<file path="config.mk">
export PLATFORM = sky130hd
export DESIGN_NAME = usb_rx_flat
export DESIGN_NICKNAME = d
export VERILOG_FILES = /design/src/rtl/usb_rx_if.sv /design/src/rtl/usb_rx.sv /design/src/flat_wrapper.sv
export SDC_FILE = /design/constraint.sdc
export NUM_CORES = 1
export LEC_CHECK = 0
export BUFFER_PORTS_ARGS = -buffer_cell sky130_fd_sc_hd__buf_4
export CORE_ASPECT_RATIO = 0.9
export CORE_UTILIZATION = 57
export CTS_BUF_LIST = sky130_fd_sc_hd__clkbuf_16
export DETAILED_ROUTE_END_ITERATION = 12
export HOLD_SLACK_MARGIN = 0.03
export PLACE_DENSITY = 0.79
export SYNTH_ARGS = -nofsm -noshare
export SYNTH_HDL_FRONTEND = slang
export SYNTH_SLANG_ARGS = --single-unit
</file>
<file path="constraint.sdc">
create_clock -name clk -period 3.2 [get_ports clk]
set_input_delay 0.32 -clock clk [delete_from_list [all_inputs] [get_ports clk]]
set_output_delay 0.32 -clock clk [all_outputs]
set_load 0.02 [all_outputs]
</file>
<file path="src/rtl/usb_rx_if.sv">
// ---------------------------------------------------------------------------
// usb_rx_if -- bundle of the USB receiver's line inputs and packet outputs.
//
// Signals:
//   dplus_in, dminus_in   raw D+/D- bus lines (asynchronous to the receiver clock)
//   buffer_occupancy      current receive FIFO byte count, 0..64
//   rx_packet_data        received data byte, valid while store_rx_packet_data=1
//   store_rx_packet_data  one-cycle push strobe toward the FIFO
//   rx_packet             decoded PID code (0 none,1 OUT,2 IN,3 DATA0,4 DATA1,
//                         5 ACK,6 NAK,7 STALL)
//   rx_data_ready         one-cycle pulse at the end of a clean packet
//   rx_transfer_active    high while a packet is being received
//   rx_error              sticky error flag, cleared by the next packet start
//
// Modports:
//   slave  -- the receiver (consumes line/occupancy, drives results)
//   master -- the environment (drives line/occupancy, observes results)
// ---------------------------------------------------------------------------
interface usb_rx_if;
  logic       dplus_in;
  logic       dminus_in;
  logic [6:0] buffer_occupancy;
  logic [7:0] rx_packet_data;
  logic       store_rx_packet_data;
  logic [2:0] rx_packet;
  logic       rx_data_ready;
  logic       rx_transfer_active;
  logic       rx_error;

  modport slave (
    input  dplus_in, dminus_in, buffer_occupancy,
    output rx_packet_data, store_rx_packet_data, rx_packet,
           rx_data_ready, rx_transfer_active, rx_error
  );

  modport master (
    output dplus_in, dminus_in, buffer_occupancy,
    input  rx_packet_data, store_rx_packet_data, rx_packet,
           rx_data_ready, rx_transfer_active, rx_error
  );
endinterface

</file>
<file path="src/rtl/usb_rx.sv">
// ---------------------------------------------------------------------------
// usb_rx -- USB packet receiver: synchronizes D+/D-, recovers bit timing from
// D+ transitions, NRZI-decodes, checks SYNC and PID, pushes DATA payload bytes
// to a FIFO and validates the end-of-packet (SE0, SE0, J).
//
// Ports:
//   clk   sole clock, all state updates on the rising edge
//   rst   synchronous active-high reset
//   bus   usb_rx_if.slave: line inputs, FIFO occupancy, decoded outputs
//
// Parameter:
//   CLKS_PER_BIT  clk cycles per USB bit time (even, >= 4)
//
// Build option:
//   USB_RX_BITSTUFF_EN  when defined, the bit following six consecutive
//                       decoded 1s is removed, and a 1 in that slot is an error.
// ---------------------------------------------------------------------------
module usb_rx #(
  parameter int CLKS_PER_BIT = 4
) (
  input  logic    clk,
  input  logic    rst,
  usb_rx_if.slave bus
);

  localparam int CNT_W = $clog2(CLKS_PER_BIT);
  localparam logic [CNT_W-1:0] SAMPLE_AT = CNT_W'(CLKS_PER_BIT / 2 - 1);
  localparam logic [CNT_W-1:0] WRAP_AT   = CNT_W'(CLKS_PER_BIT - 1);

  typedef enum logic [2:0] {IDLE, SYNC, PID, DATA, EOP, ERR} state_t;

  state_t r_state;
  state_t w_nextState;

  logic             r_dpMeta, r_dpSync, r_dpLast;
  logic             r_dmMeta, r_dmSync;
  logic [CNT_W-1:0] r_bitTimer;
  logic             r_prevLevel;
  logic [6:0]       r_shift;
  logic [2:0]       r_bitCount;
  logic [1:0]       r_se0Count;
  logic [2:0]       r_idleCount;
`ifdef USB_RX_BITSTUFF_EN
  logic [2:0]       r_onesCount;
`endif

  logic [7:0] r_data;
  logic       r_store;
  logic [2:0] r_packet;
  logic       r_ready;
  logic       r_active;
  logic       r_error;

  logic       w_edge, w_fall, w_sample, w_se0, w_isJ, w_bit;
  logic [7:0] w_byte;
  logic       w_keep, w_stuffErr, w_byteDone, w_decode;
  logic [2:0] w_pidCode;
  logic       w_pidOk, w_pidIsData, w_full;
  logic       w_start, w_storeNow, w_loadPid, w_finish;

  // Map the PID type nibble to the external packet code; 0 means "not a PID
  // this receiver accepts".
  function automatic logic [2:0] pidCode(input logic [3:0] nibble);
    case (nibble)
      4'h1:    pidCode = 3'd1;
      4'h9:    pidCode = 3'd2;
      4'h3:    pidCode = 3'd3;
      4'hB:    pidCode = 3'd4;
      4'h2:    pidCode = 3'd5;
      4'hA:    pidCode = 3'd6;
      4'hE:    pidCode = 3'd7;
      default: pidCode = 3'd0;
    endcase
  endfunction

  // An edge landing on the sample point restarts the timer and suppresses the
  // sample, so the bit is always taken mid-cell, never on a transition.
  assign w_edge   = r_dpSync ^ r_dpLast;
  assign w_fall   = r_dpLast & ~r_dpSync;
  assign w_sample = ~w_edge & (r_bitTimer == SAMPLE_AT);
  assign w_se0    = ~r_dpSync & ~r_dmSync;
  assign w_isJ    = r_dpSync & ~r_dmSync;
  assign w_bit    = (r_dpSync == r_prevLevel);
  assign w_byte   = {w_bit, r_shift};

`ifdef USB_RX_BITSTUFF_EN
  assign w_keep     = (r_onesCount != 3'd6);
  assign w_stuffErr = (r_onesCount == 3'd6) & w_bit;
`else
  assign w_keep     = 1'b1;
  assign w_stuffErr = 1'b0;
`endif

  assign w_byteDone  = w_keep & (r_bitCount == 3'd7);
  assign w_decode    = w_sample & ~w_se0 &
                       ((r_state == SYNC) | (r_state == PID) | (r_state == DATA));
  assign w_pidCode   = pidCode(w_byte[3:0]);
  assign w_pidOk     = (w_byte[7:4] == ~w_byte[3:0]) & (w_pidCode != 3'd0);
  assign w_pidIsData = (w_byte[3:0] == 4'h3) | (w_byte[3:0] == 4'hB);
  assign w_full      = (bus.buffer_occupancy == 7'd64);

  // State register.
  always_ff @(posedge clk) begin
    if (rst) r_state <= IDLE;
    else     r_state <= w_nextState;
  end

  // Next-state and per-cycle control decisions; all decisions except packet
  // start happen only on a bit sample.
  always_comb begin
    w_nextState = r_state;
    w_start     = 1'b0;
    w_storeNow  = 1'b0;
    w_loadPid   = 1'b0;
    w_finish    = 1'b0;
    unique case (r_state)
      IDLE: begin
        if (w_fall) begin
          w_nextState = SYNC;
          w_start     = 1'b1;
        end
      end
      SYNC: begin
        if (w_sample) begin
          if (w_se0 || w_stuffErr) w_nextState = ERR;
          else if (w_byteDone)     w_nextState = (w_byte == 8'h80) ? PID : ERR;
        end
      end
      PID: begin
        if (w_sample) begin
          if (w_se0 || w_stuffErr) w_nextState = ERR;
          else if (w_byteDone) begin
            if (w_pidOk) begin
              w_loadPid   = 1'b1;
              w_nextState = w_pidIsData ? DATA : EOP;
            end else begin
              w_nextState = ERR;
            end
          end
        end
      end
      DATA: begin
        if (w_sample) begin
          if (w_se0)           w_nextState = (r_bitCount == 3'd0) ? EOP : ERR;
          else if (w_stuffErr) w_nextState = ERR;
          else if (w_byteDone) begin
            if (w_full) w_nextState = ERR;
            else        w_storeNow  = 1'b1;
          end
        end
      end
      EOP: begin
        // Needs exactly two SE0 bit times, then a J.
        if (w_sample) begin
          if (w_se0) begin
            if (r_se0Count == 2'd2) w_nextState = ERR;
          end else if (w_isJ && (r_se0Count == 2'd2)) begin
            w_finish    = 1'b1;
            w_nextState = IDLE;
          end else begin
            w_nextState = ERR;
          end
        end
      end
      ERR: begin
        if (w_sample && w_isJ && (r_idleCount == 3'd7)) w_nextState = IDLE;
      end
      default: w_nextState = IDLE;
    endcase
  end

  // Synchronizers, bit timer, NRZI/shift datapath and registered outputs.
  always_ff @(posedge clk) begin
    if (rst) begin
      r_dpMeta    <= 1'b1;
      r_dpSync    <= 1'b1;
      r_dpLast    <= 1'b1;
      r_dmMeta    <= 1'b0;
      r_dmSync    <= 1'b0;
      r_bitTimer  <= '0;
      r_prevLevel <= 1'b1;
      r_shift     <= '0;
      r_bitCount  <= '0;
      r_se0Count  <= '0;
      r_idleCount <= '0;
`ifdef USB_RX_BITSTUFF_EN
      r_onesCount <= '0;
`endif
      r_data      <= '0;
      r_store     <= 1'b0;
      r_packet    <= '0;
      r_ready     <= 1'b0;
      r_active    <= 1'b0;
      r_error     <= 1'b0;
    end else begin
      r_dpMeta <= bus.dplus_in;
      r_dpSync <= r_dpMeta;
      r_dpLast <= r_dpSync;
      r_dmMeta <= bus.dminus_in;
      r_dmSync <= r_dmMeta;

      if (w_edge || (r_bitTimer == WRAP_AT)) r_bitTimer <= '0;
      else                                   r_bitTimer <= r_bitTimer + CNT_W'(1);

      r_store <= w_storeNow;
      r_ready <= w_finish;
      if (w_storeNow) r_data <= w_byte;

      // The NRZI reference level tracks every sampled bit, stuffed or not.
      if (w_decode) begin
        r_prevLevel <= r_dpSync;
        if (w_keep) begin
          r_shift    <= w_byte[7:1];
          r_bitCount <= r_bitCount + 3'd1;
        end
      end

`ifdef USB_RX_BITSTUFF_EN
      if (w_decode) r_onesCount <= (w_keep && w_bit) ? r_onesCount + 3'd1 : 3'd0;
`endif

      // SE0 that ended DATA already counts as the first EOP bit time.
      if ((r_state == DATA) && (w_nextState == EOP))
        r_se0Count <= 2'd1;
      else if ((r_state == EOP) && w_sample && w_se0)
        r_se0Count <= r_se0Count + 2'd1;

      if ((r_state != ERR) && (w_nextState == ERR)) begin
        r_error     <= 1'b1;
        r_active    <= 1'b0;
        r_idleCount <= '0;
      end else if ((r_state == ERR) && w_sample) begin
        r_idleCount <= w_isJ ? r_idleCount + 3'd1 : 3'd0;
      end

      if (w_start) begin
        r_prevLevel <= 1'b1;
        r_shift     <= '0;
        r_bitCount  <= '0;
        r_se0Count  <= '0;
`ifdef USB_RX_BITSTUFF_EN
        r_onesCount <= '0;
`endif
        r_active    <= 1'b1;
        r_error     <= 1'b0;
        r_packet    <= '0;
      end

      if (w_loadPid) r_packet <= w_pidCode;
      if (w_finish)  r_active <= 1'b0;
    end
  end

  assign bus.rx_packet_data       = r_data;
  assign bus.store_rx_packet_data = r_store;
  assign bus.rx_packet            = r_packet;
  assign bus.rx_data_ready        = r_ready;
  assign bus.rx_transfer_active   = r_active;
  assign bus.rx_error             = r_error;

endmodule

</file>
<file path="src/flat_wrapper.sv">
// flat-port wrapper written by rule: the top's interface ports become plain ports
module usb_rx_flat 
#(
  parameter int CLKS_PER_BIT = 4
)
  (clk, rst, bus_dplus_in, bus_dminus_in, bus_buffer_occupancy, bus_rx_packet_data, bus_store_rx_packet_data, bus_rx_packet, bus_rx_data_ready, bus_rx_transfer_active, bus_rx_error);
  usb_rx_if bus_i ();
  input  logic clk;
  input  logic rst;
  input wire logic [$bits(bus_i.dplus_in)-1:0] bus_dplus_in;
  input wire logic [$bits(bus_i.dminus_in)-1:0] bus_dminus_in;
  input wire logic [$bits(bus_i.buffer_occupancy)-1:0] bus_buffer_occupancy;
  output wire logic [$bits(bus_i.rx_packet_data)-1:0] bus_rx_packet_data;
  output wire logic [$bits(bus_i.store_rx_packet_data)-1:0] bus_store_rx_packet_data;
  output wire logic [$bits(bus_i.rx_packet)-1:0] bus_rx_packet;
  output wire logic [$bits(bus_i.rx_data_ready)-1:0] bus_rx_data_ready;
  output wire logic [$bits(bus_i.rx_transfer_active)-1:0] bus_rx_transfer_active;
  output wire logic [$bits(bus_i.rx_error)-1:0] bus_rx_error;
  assign bus_i.dplus_in = bus_dplus_in;
  assign bus_i.dminus_in = bus_dminus_in;
  assign bus_i.buffer_occupancy = bus_buffer_occupancy;
  assign bus_rx_packet_data = bus_i.rx_packet_data;
  assign bus_store_rx_packet_data = bus_i.store_rx_packet_data;
  assign bus_rx_packet = bus_i.rx_packet;
  assign bus_rx_data_ready = bus_i.rx_data_ready;
  assign bus_rx_transfer_active = bus_i.rx_transfer_active;
  assign bus_rx_error = bus_i.rx_error;
  usb_rx #(.CLKS_PER_BIT(CLKS_PER_BIT)) u_core (.clk(clk), .rst(rst), .bus(bus_i));
endmodule
</file>
==> results_dict.tcl, run 1 <==
set metrics [dict create \
    cp-end-kind "flop" \
    cts.clk_slew.worst_paths_ns 0.06 \
    die_area_um2 3990 \
    core_um2 3480 \
    routedWlPerCell_um 14.8 \
    gp_congestion 0.865 \
    outcome "complete, no violations" \
    fmax_mhz 383 \
    cts_resized 0 \
    leakagePower_nw 0.920 \
    syn_avg_cell_area_um2 8.84 \
    grt_max_degree 29 \
    r2r-start "u_core.r_dpSync" \
    hp-start "bus_dplus_in" \
    clkLatencyLatePin_ns 0.28 \
    min_path_cells 2 \
    grt_pass1_wl_mm 7.59 \
    cts_sinks 41 \
    die_width_um 66.5 \
    postRouteAntennaNets 0 \
    synth_edf_count 0 \
    async_reset_ff_share_pct 0 \
    antenna_cells 0 \
    path_class "flop to flop" \
    row_count 20 \
    postCtsSetupBuffers 0 \
    wirelength_mm 4.52 \
    tritoncts "built" \
    dpl.hpwl_mm 3.22 \
    synthesis.nets 261 \
    area_growth_pct 16.2 \
    synth_top_area_cell "dfxtp_1" \
    drc_errors 0 \
    setup_violations 0 \
    powerDensity_nw_per_um2 444 \
    rsz0062_at_grt "no" \
    hold_class "input pin to flop" \
    cts_max_path_buffers 2 \
    synth_warnings 0 \
    finClkSkew_ns 0.00323 \
    placed_area_um2 2330 \
    period_needed_ns 2.61 \
    holdPathEnd "u_core.r_dpMeta" \
    cts-htree-levels 2 \
    min_period_over_period_pct 81.5 \
    maxSlewHeadroom_pct 55.1 \
    synth_common_cells "41 x dfxtp_1, 39 x nor2_1, 18 x mux2i_1" \
    antenna_found_initial 0 \
    slew_viol_final 0 \
    yosysMostFrequentCell "dfxtp_1" \
    ctsHoldBuffers 0 \
    crit_path_max_fanout 10 \
    portBuffers 25 \
    seq_area_frac_synth_pct 38.5 \
    drt_iter0_drc 158 \
    start_util_pct 61.3 \
    worst_slew_pin_slew_ns 0.668 \
    vias 1790 \
    firstDrtPassIters 4 \
    worstPathRequired_ns 3.39 \
    cts_buffers 5 \
    worst_ep_arrival_time_ns 2.79 \
    stdcell_area_um2 2480 \
    yosysUniqueCellTypes 50 \
    fin_tns_setup_ns 0 \
    worst_setup_path_start_kind "flop" \
    synthCells 241 \
    grt_pass1_vias 1620 \
    peakVddDrop_mv 0.382 \
    r2r_cells 8 \
    final_net_count 280 \
    io_pins 26 \
    grt_overflow_total 0 \
    hold_viol_final 0 \
    drive_gt1_share_pct 20.7 \
    r2r_end "u_core.bus.rx_transfer_active" \
    synth_ff_type "dfxtp_1" \
    netlist_area_um2 2130 \
    yosysTopAreaCellShare_pct 38.5 \
    cts_root_buf "clkbuf_16" \
    synthTopCellsByArea "dfxtp_1 39%, mux2i_1 8.5%, nor2_1 6.9%, ha_1 5.3%, nand2_1 2.8%" \
    die_y_um 60.0 \
    drv_cap 0 \
    track_usage_pct 25.9 \
    reg2reg_slack_ns 0.59 \
    ys_seq_elements 41 \
    routed_via_density 5.87 \
]
-- worst max-delay path, stage by stage (launching register included) --
cell and delay (ns):
dfxtp_1 0.52, inv_1 0.08, ha_1 0.33, and2_1 0.36
o21ai_0 0.24, o31ai_1 0.27, and4_1 0.32, a21oi_4 0.07
a2111oi_2 0.32
-- worst max path at each step --
stage	start	to	slack [ns]	cells past startpoint
detailed placement	u_core.r_dpSync	u_core.bus.rx_transfer_active	0.63	8
floorplan	u_core.r_dpSync	u_core.bus.rx_transfer_active	0.94	10
global placement	u_core.r_dpSync	u_core.bus.rx_transfer_active	0.68	8
finish	u_core.r_dpSync	u_core.bus.rx_transfer_active	0.59	8
global route	u_core.r_dpSync	u_core.bus.rx_transfer_active	0.37	8
CTS	u_core.r_dpSync	u_core.bus.rx_transfer_active	0.59	8
-- cell usage in the layout, fill, tap and decap left out, types with 2 or more instances in the layout --
cell type  Yosys  layout
a21oi_1        7       7
a221oi_1       2       2
a31oi_1        3       3
and3_1         4       4
buf_4          0      27
clkbuf_16      0       5
dfxtp_1       41      41
ha_1           9       9
inv_1         11      11
mux2i_1       18      18
nand2_1       16      16
nand2b_1       4       4
nand3_1        6       6
nand3b_1       5       5
nand4_1        2       2
nor2_1        39      39
nor2b_1        4       4
nor3_1         9       8
nor3_2         1       2
o21a_1         2       2
o21ai_0        3       3
o22ai_1        3       3
or2_2          5       5
or3b_2         3       3
xnor2_1        4       4
-- metrics by stage --
step                total power [mW]  util (%)  std cells  worst slack, ns  hold slack [ns]
global placement               0.613      67.0        297            0.678            0.394
CTS                             1.10      71.2        305            0.588            0.214
detailed placement             0.613      67.0        297            0.631            0.398
global route                    1.14      71.2        305            0.369            0.213
finish                          1.10      71.2        305            0.591            0.217
floorplan                      0.590         -        241            0.935            0.389
-- registers in the layout, indices dropped and copies added, names as in the netlist, 2 cells and up --
signal / count
u_core.bus.rx_packet: 3
u_core.r_idleCount: 3
u_core.r_shift: 7
u_core.r_bitCount: 3
u_core.r_se0Count: 2
u_core.bus.rx_packet_data: 8
u_core.r_state: 3
u_core.r_bitTimer: 2
-- where the power goes --
part           leakage [nW]  total [mW]  internal, mW  switching [mW]
Combinational         0.518      0.0747        0.0292          0.0455
Clock                0.0702       0.498         0.290           0.208
Sequential            0.332       0.528         0.518         0.00941
-- routing by layer --
layer  GRT usage [%]  part of all wire (%)
met3            6.11                   7.9
met4            9.42                   1.2
met5               0                     0
met2            39.4                    43
met1            36.0                    48
-- layout make-up --
class / instances / area (um2)
inverters: 11 / 41.3
repair buffers: 27 / 203
multi-input cells: 174 / 1210
clock buffers: 5 / 125
flip-flops and latches: 41 / 821
well taps: 44 / 55.1
clock inverters: 3 / 21.3
fillers: 268 / 1000
-- logic make-up after synthesis --
kind of cell    after synthesis  share of synthesized area [%]
simple gates                105                           25.0
fa+ha+maj                    10                           5.75
xor+xnor                      5                           2.41
compound gates               35                           14.4
mux                          19                           8.98
flops                        41                           38.5
buf+inv                      26                           4.93
(Power assumes the default switching activity.)
==> inputs of run 2 (changes only) <==
--- a/config.mk
+++ b/config.mk
@@ -7,11 +7,11 @@
 export LEC_CHECK = 0
 export BUFFER_PORTS_ARGS = -buffer_cell sky130_fd_sc_hd__buf_4
 export CORE_ASPECT_RATIO = 0.9
-export CORE_UTILIZATION = 57
+export CORE_UTILIZATION = 52
 export CTS_BUF_LIST = sky130_fd_sc_hd__clkbuf_16
 export DETAILED_ROUTE_END_ITERATION = 12
 export HOLD_SLACK_MARGIN = 0.03
-export PLACE_DENSITY = 0.79
+export PLACE_DENSITY = 0.76
 export SYNTH_ARGS = -nofsm -noshare
 export SYNTH_HDL_FRONTEND = slang
 export SYNTH_SLANG_ARGS = --single-unit
==> constraint.sdc (replaced) <==
create_clock -name clk -period 2.1 [get_ports clk]
set_input_delay 0.21 -clock clk [delete_from_list [all_inputs] [get_ports clk]]
set_output_delay 0.21 -clock clk [all_outputs]
set_load 0.02 [all_outputs]
==> results_dict.tcl, run 2 (same netlist as run 1, synthesis figures left out) <==
set metrics [dict create \
    gp_congestion 0.914 \
    ctsHoldBuffers 0 \
    powerDensity_nw_per_um2 622 \
    antenna_found_initial 0 \
    cts_buffers 5 \
    drc_errors 0 \
    antenna_cells 0 \
    drv_cap 0 \
    slew_viol_final 0 \
    crit_path_max_fanout 4 \
    peakVddDrop_mv 0.624 \
    r2r-start "u_core.r_bitCount[0]" \
    area_growth_pct 28.7 \
    holdPathEnd "u_core.r_dpMeta" \
    cp-end-kind "flop" \
    outcome "complete, no violations" \
    routed_via_density 5.85 \
    cpLargestDelayFamily "compound AO/OA/AOI/OAI gates" \
    crit_path_top_delay_cell "o32a_4" \
    setup_violations 0 \
    die_y_um 62.7 \
    tritoncts "built" \
    layout_common_cells "46 x buf_4, 38 x nor2_1, 35 x dfxtp_1" \
    largest_reg_flops 8 \
    start_util_pct 55.9 \
    fmax_mhz 490 \
    worst_slew_pin_slew_ns 0.716 \
    io_pins 26 \
    wirelength_mm 5.14 \
    rsz0062_at_grt "no" \
    track_usage_pct 23.8 \
    cts-htree-levels 2 \
    worst_ep_arrival_time_ns 2.20 \
    routedWlPerCell_um 15.7 \
    clkLatencyLatePin_ns 0.28 \
    min_path_cells 2 \
    cts_sinks 41 \
    hold_viol_final 0 \
    leakagePower_nw 1.03 \
    postRouteAntennaNets 0 \
    portBuffers 25 \
    grt_pass1_vias 1802 \
    crit_chain "ha_4 -> ha_2 -> inv_1 -> o32a_4 -> o32ai_4 -> a31oi_2 -> a21oi_4 -> buf_12 -> nor3_1" \
    cts_max_path_buffers 2 \
    hold_class "input pin to flop" \
    finClkSkew_ns 0.00639 \
    final_cell_count_no_fill 328 \
    cts_root_buf "clkbuf_16" \
    firstDrtPassIters 5 \
    min_period_over_period_pct 97.1 \
    hp-start "bus_dplus_in" \
    r2r_cells 9 \
    worst_setup_path_start_kind "flop" \
    reg2reg_slack_ns 0.06 \
    fillCellCount 270 \
    drive_gt1_share_pct 31.9 \
    period_needed_ns 2.04 \
    crit_buf_inv 2 \
    dp.cells 319 \
    placed_area_um2 2520 \
    core_um2 3810 \
    path_class "flop to flop" \
    maxSlewHeadroom_pct 51.9 \
    vias 1919 \
    worstPathRequired_ns 2.26 \
    row_count 21 \
    critPathMaxStageDelay_ns 0.39 \
    die_width_um 69.5 \
    stdcell_area_um2 2740 \
    grt_overflow_total 0 \
    drt_iter0_drc 142 \
    final_net_count 301 \
    grt_max_degree 29 \
    dpl.hpwl_mm 3.53 \
    timing.hold.ws_ns 0.112 \
    grt_pass1_wl_mm 8.26 \
    cts.clk_slew.worst_paths_ns 0.06 \
    final_common_cell "buf_4" \
    die_area_um2 4360 \
    r2r_end "u_core.r_idleCount[1]" \
]
## run 2: cell count changes in the layout (fill, tap and decap cells not counted), moves of 2 or more
cell	delta
ha_4	+2
buf_4	+19
dfxtp_1	-6
buf_12	+2
dfxtp_2	+5
ha_1	-3
## run 2: timing repair
item / in CTS / in global routing
pin swaps: 0 / 6
endpoints found under the setup margin: 16 / 22
setup buffers: 0 / 1
gates resized for setup: 4 / 18
## run 2: how the worst max path moves through the flow
| stage | from | slack, ns | end | cells past startpoint |
|---|---|---|---|---|
| finish | u_core.r_bitCount[0] | 0.06 | u_core.r_idleCount[1] | 9 |
| CTS | u_core.r_dpSync | 0.01 | u_core.bus.rx_transfer_active | 8 |
| detailed placement | u_core.r_dpSync | -0.06 | u_core.bus.rx_transfer_active | 8 |
| global route | u_core.r_bitCount[0] | 0.001 | u_core.r_idleCount[2] | 9 |
| floorplan | u_core.r_dpSync | 0.002 | u_core.bus.rx_transfer_active | 10 |
| global placement | bus_buffer_occupancy[2] | 0.02 | u_core.r_idleCount[1] | 8 |
## run 2: report_power, final
| group | internal (mW) | leakage [nW] | switching (mW) | total [mW] |
|---|---|---|---|---|
| Clock | 0.436 | 0.0672 | 0.312 | 0.747 |
| Combinational | 0.0708 | 0.632 | 0.0856 | 0.156 |
| Sequential | 0.789 | 0.334 | 0.0130 | 0.802 |
| Total | 1.30 | 1.03 | 0.410 | 1.71 |
## run 2: area by class of cell
class / count / area, um2 / area share [%]
multi-input cells: 174 / 1280 / 46.8
repair buffers: 48 / 385 / 14.1
clock inverters: 3 / 18.8 / 0.685
well taps: 46 / 57.6 / 2.10
inverters: 11 / 41.3 / 1.51
clock buffers: 5 / 125 / 4.56
flip-flops and latches: 41 / 831 / 30.3
## run 2: stage by stage
step	power, mW	setup TNS, ns	utilization, %	setup slack (ns)
global route	1.76	0	72.0	0.00140
CTS	1.70	0	70.2	0.0143
global placement	0.956	0	66.1	0.0217
detailed placement	0.960	-0.109	66.1	-0.0581
finish	1.71	0	72.0	0.0609
floorplan	0.905	0	-	0.00243
## run 2: per-layer routing
| layer | up-vias | part of all wire (%) | global-route usage, % | routed length [um] |
|---|---|---|---|---|
| met3 | 14 | 6.3 | 5.32 | 324 |
| met1 | 905 | 46 | 31.8 | 2380 |
| li1 | 926 | - | - | - |
| met5 | - | 0 | 0 | 0 |
| met2 | 74 | 46 | 37.4 | 2360 |
| met4 | 0 | 1.5 | 8.93 | 77 |
